==> src/rtl/iter_mul_seq.sv <==
// Iterative multiply sequencer: computes n! or b^e by issuing repeated multiply
// operations to a shared, registered ALU and collecting each product.
module iter_mul_seq #(
  parameter int unsigned W          = 16,
  parameter int unsigned NW         = 9,
  parameter int unsigned ALU_LAT    = 1,
  parameter logic [5:0]  MUL_OPCODE = 6'b011101
) (
  input  logic          clk,
  input  logic          rst,
  input  logic          start,
  input  logic          op,
  input  logic [NW-1:0] opa,
  input  logic [NW-1:0] opb,
  input  logic [W-1:0]  alu_res,
  input  logic          alu_ovf,
  output logic          alu_en,
  output logic [5:0]    alu_opcode,
  output logic [W-1:0]  alu_a,
  output logic [W-1:0]  alu_b,
  output logic [W-1:0]  result,
  output logic          busy,
  output logic          done,
  output logic          ovf
);

  typedef enum logic [1:0] {
    StIdle,
    StIssue,
    StWait,
    StDone
  } state_e;

  // Index of the final WAIT cycle, where the ALU output is valid.
  localparam logic [2:0] LatLast = 3'(ALU_LAT - 1);

  state_e        state_q, state_d;
  logic          op_q, op_d;
  logic [W-1:0]  acc_q, acc_d;
  logic [NW-1:0] k_q, k_d;
  logic [NW-1:0] base_q, base_d;
  logic [NW-1:0] rem_q, rem_d;
  logic [2:0]    lat_q, lat_d;
  logic [W-1:0]  result_q, result_d;
  logic          ovf_q, ovf_d;

  // Number of multiplies a request needs, from the raw request operands.
  logic [NW-1:0] rem_start;

  // Work out the multiply count for a new request.
  always_comb begin
    rem_start = '0;
    if (!op) begin
      // 0! and 1! need no multiply at all.
      if (opa > NW'(1)) begin
        rem_start = opa - NW'(1);
      end
    end else begin
      rem_start = opb;
    end
  end

  // Next-state, datapath update and strobe generation.
  always_comb begin
    state_d  = state_q;
    op_d     = op_q;
    acc_d    = acc_q;
    k_d      = k_q;
    base_d   = base_q;
    rem_d    = rem_q;
    lat_d    = lat_q;
    result_d = result_q;
    ovf_d    = ovf_q;
    alu_en   = 1'b0;
    busy     = 1'b0;
    done     = 1'b0;

    unique case (state_q)
      StIdle: begin
        if (start) begin
          op_d   = op;
          acc_d  = W'(1);
          ovf_d  = 1'b0;
          lat_d  = '0;
          base_d = opa;
          k_d    = op ? opb : opa;
          rem_d  = rem_start;
          // Trivial requests skip straight to DONE with acc = 1.
          state_d = (rem_start == '0) ? StDone : StIssue;
        end
      end

      StIssue: begin
        alu_en  = 1'b1;
        busy    = 1'b1;
        lat_d   = '0;
        state_d = StWait;
      end

      StWait: begin
        busy = 1'b1;
        if (lat_q == LatLast) begin
          acc_d = alu_res;
          rem_d = rem_q - NW'(1);
          if (!op_q) begin
            k_d = k_q - NW'(1);
          end
          if (alu_ovf) begin
            // Stop on the first overflow; the truncated product is reported.
            ovf_d   = 1'b1;
            state_d = StDone;
          end else if (rem_q == NW'(1)) begin
            state_d = StDone;
          end else begin
            state_d = StIssue;
          end
        end else begin
          lat_d = lat_q + 3'd1;
        end
      end

      StDone: begin
        done     = 1'b1;
        result_d = acc_q;
        state_d  = StIdle;
      end

      default: begin
        state_d = StIdle;
      end
    endcase
  end

  // State and datapath registers with synchronous reset.
  always_ff @(posedge clk) begin
    if (rst) begin
      state_q  <= StIdle;
      op_q     <= 1'b0;
      acc_q    <= '0;
      k_q      <= '0;
      base_q   <= '0;
      rem_q    <= '0;
      lat_q    <= '0;
      result_q <= '0;
      ovf_q    <= 1'b0;
    end else begin
      state_q  <= state_d;
      op_q     <= op_d;
      acc_q    <= acc_d;
      k_q      <= k_d;
      base_q   <= base_d;
      rem_q    <= rem_d;
      lat_q    <= lat_d;
      result_q <= result_d;
      ovf_q    <= ovf_d;
    end
  end

  // Operands are driven continuously; alu_en alone marks a valid issue.
  always_comb begin
    alu_opcode = MUL_OPCODE;
    alu_a      = acc_q;
    alu_b      = op_q ? W'(base_q) : W'(k_q);
    result     = result_q;
    ovf        = ovf_q;
  end

endmodule
==> config.mk <==
export PLATFORM = sky130hd
export DESIGN_NAME = iter_mul_seq
export DESIGN_NICKNAME = d
export VERILOG_FILES = /design/src/rtl/iter_mul_seq.sv
export SDC_FILE = /design/constraint.sdc
export NUM_CORES = 1
export LEC_CHECK = 0
export CORE_UTILIZATION = 49
export CTS_CLUSTER_DIAMETER = 120
export CTS_CLUSTER_SIZE = 30
export DETAILED_ROUTE_END_ITERATION = 8
export PLACE_DENSITY = 0.81
export SLEW_MARGIN = 20
export SYNTH_ARGS = -nofsm -noshare
export SYNTH_HDL_FRONTEND = slang
export SYNTH_SLANG_ARGS = --single-unit
==> constraint.sdc <==
create_clock -name clk -period 3.4 [get_ports clk]
set_input_delay 0.68 -clock clk [delete_from_list [all_inputs] [get_ports clk]]
set_output_delay 0.68 -clock clk [all_outputs]
set_load 0.02 [all_outputs]
==> flow_metrics.py <==
metrics = {
    "run_status": {
        "status": "completed",
    },
    "routing": {
        "vias": 3512,
        "drc_errors": 0,
        "wl_met1_um": 4160,
        "wl_met2_um": 4510,
        "drtIter0Drc": 210,
        "vias_per_cell": 5.63,
        "wire_per_inst_um": 15.4,
        "wl_um": 9620,
        "met3WireLength_um": 804,
        "ant_nets": 0,
        "dr.max_layer_used": "met4",
        "dr.pass1.iters": 5,
    },
    "critical_path": {
        "crit_slowest_cell": "clkdlybuf4s50_1",
        "cpLargestDelayFamily": "simple AND/OR/NAND/NOR gates",
        "cp_common_cell": "o31a_1",
        "cp-end-kind": "flop",
        "criticalPathCategory": "input port to flop",
        "critPathRequiredTime_ns": 3.66,
        "rr_worst_depth": 8,
        "path_depth": 8,
        "path_cells": "clkdlybuf4s50_1, inv_1, ha_1, or3b_4, o31a_1, o31a_1, or3_1, o31ai_2",
        "path_buf_inv": 2,
        "max_stage_delay_ns": 0.50,
        "worstPathArrival_ns": 3.15,
        "regToRegSetupSlack_ns": 1.00,
        "cp_max_fo": 6,
        "r2r_end": "rem_q[3]",
        "r2r_start": "state_q[0]",
        "worst_setup_path_start_kind": "input port",
    },
    "place": {
        "port_buffers": 83,
        "gp_congestion": 0.882,
        "place_area_um2": 4450,
        "dp_hpwl_um": 6770,
    },
    "finish": {
        "final_common_cell": "clkdlybuf4s50_1",
        "layout_common_cells": "clkdlybuf4s50_1 (82), dfxtp_1 (66), nor2_1 (62), nand2_1 (47), a21oi_1 (33)",
        "antenna_cells": 0,
        "final_nets": 573,
        "drive_above_1_share": 0.0777,
        "design_area_um2": 4660,
        "postLayoutCoreUtil": 0.668,
        "syn_to_final_growth_pct": 28.7,
    },
    "die": {
        "placementRows": 30,
        "initial_utilization": 0.519,
        "ios": 97,
        "die_area_um2": 7740,
        "core_um2": 6980,
        "die_w_um": 88.0,
        "die_h_um": 88.0,
    },
    "min_path": {
        "hold_start": "base_q[3]",
        "worstHoldEndpoint": "base_q[3]",
        "hold_depth": 2,
        "hold_path_class": "flop to flop",
    },
    "sta": {
        "slew_headroom": 0.383,
        "finalSetupViolCount": 0,
        "rsz0062_at_grt": "no",
        "post-route-period-util": 0.850,
        "setup_tns_ns": 0,
        "maxSlewViolCount": 0,
        "hold_viol": 0,
        "skew_ns": 0.0117,
        "max_freq_mhz": 346,
        "fin_crit_ns": 2.89,
        "worst_pin_slew_ns": 0.925,
    },
    "clocking": {
        "cts.sinks": 66,
        "cts.repair.resized": 0,
        "cts_tree": "built",
        "cts_buffers": 9,
        "root_buffer": "clkbuf_8",
        "clk_latency_ns": 0.35,
        "h-tree-depth": 3,
        "postCtsHoldBufs": 0,
        "clkTransAtPathRegs_ns": 0.08,
        "clock_path_buffers": 2,
        "post_cts_buffers": 0,
    },
    "power_and_ir_drop": {
        "power_mw": 2.11,
        "ir_drop_mv": 0.299,
        "powerDensity_nw_per_um2": 453,
        "p_leak_nw": 1.72,
    },
    "synthesis": {
        "synthArstFlopShare": 0,
        "synth-edff-count": 0,
        "synth_top_cell_by_area": "dfxtp_1",
        "synthFlopType": "dfxtp_1",
        "netlist_area_um2": 3620,
        "ys_ff_latch": 66,
        "synth_cells": 452,
        "synth_top_cell_area_share": 0.365,
        "synth-seq-area-share": 0.365,
        "ys_warn_count": 0,
        "synth.avg_cell_area_um2": 8.01,
        "yosysUniqueCellTypes": 56,
        "yosys-top-cells-area": "dfxtp_1 (36%), nor2_1 (6.4%), mux2i_1 (5.3%)",
    },
    "global_route": {
        "grt_pass1_wl_um": 15400,
        "globalRouteOverflowTotal": 0,
        "antenna_found_initial": 0,
        "grt_usage": 0.259,
        "grt_start_max_net_pins": 52,
        "grt_pass1_vias": 3293,
    },
    "job": {
        "maxCapViolations": 0,
    },
}
-- synthesized netlist by cell type (11+ instances only) --
library cell,number
a21oi_1,33
a22oi_1,21
buf_4,13
clkbuf_1,19
dfxtp_1,66
ha_1,11
inv_1,13
mux2i_1,19
nand2_1,47
nor2_1,62
nor3_1,14
o21ai_0,23
-- power by group --
| part | internal [mW] | total (mW) | switching [mW] |
|---|---|---|---|
| Combinational | 0.215 | 0.512 | 0.297 |
| Clock | 0.416 | 0.733 | 0.318 |
| Sequential | 0.820 | 0.868 | 0.0482 |
-- metal layers --
layer | up-vias | GRT usage
met1 | 1647 | 0.322
met4 | 0 | 0.0879
met5 | - | 0
met3 | 12 | 0.0811
met2 | 142 | 0.424
li1 | 1711 | -
-- sequential cells by signal, indices dropped and copies added, names as in the netlist --
| signal | cells |
|---|---|
| result | 16 |
| state_q | 2 |
| rem_q | 9 |
| k_q | 9 |
| alu_a | 16 |
| base_q | 9 |
| lat_q | 3 |
| op_q | 1 |
| ovf | 1 |
-- cells by family (layout without fill, tap and decap cells) --
family | count (synthesis) | in the layout | synth area share
adder cells (fa/ha/maj) | 11 | 11 | 0.0380
buffers and inverters | 56 | 121 | 0.0763
AND/OR/NAND/NOR | 168 | 168 | 0.215
AO/OA/AOI/OAI | 117 | 117 | 0.213
multiplexers | 28 | 28 | 0.0805
other | 2 | 13 | 0.00207
XOR/XNOR | 4 | 4 | 0.00967
flip-flops | 66 | 66 | 0.365
-- layout make-up --
| cell class | count | area, um^2 |
|---|---|---|
| Clock buffer | 10 | 128 |
| Fill cell | 617 | 2320 |
| Inverter | 14 | 52.6 |
| Tap cell | 96 | 120 |
| Clock inverter | 6 | 90.1 |
| Sequential cell | 66 | 1320 |
| Multi-Input combinational cell | 341 | 2070 |
| Timing Repair Buffer | 91 | 886 |
-- through the flow --
stage	hold slack [ns]	instances	worst slack, ns
global route	0.481	624	0.393
global placement	0.446	608	0.268
CTS	0.461	624	0.551
floorplan	0.433	463	0.761
finish	0.461	624	0.509
detailed placement	0.450	608	0.178
-- how the worst max path moves through the flow --
| stage | start | to | slack (ns) |
|---|---|---|---|
| after floorplan | opa[0] | state_q[1] | 0.76 |
| after global placement | opa[1] | state_q[1] | 0.27 |
| after detailed placement | opa[1] | state_q[1] | 0.18 |
| after CTS | opa[1] | state_q[1] | 0.55 |
| after global routing | opa[1] | state_q[1] | 0.39 |
| final | opa[1] | state_q[1] | 0.51 |
-- worst min-delay path: stages, from the launching register on --
cell and delay, ns:
dfxtp_1 0.32, nand2_1 0.05, a21oi_1 0.05
Note: power is estimated with default switching activity, not from simulation.
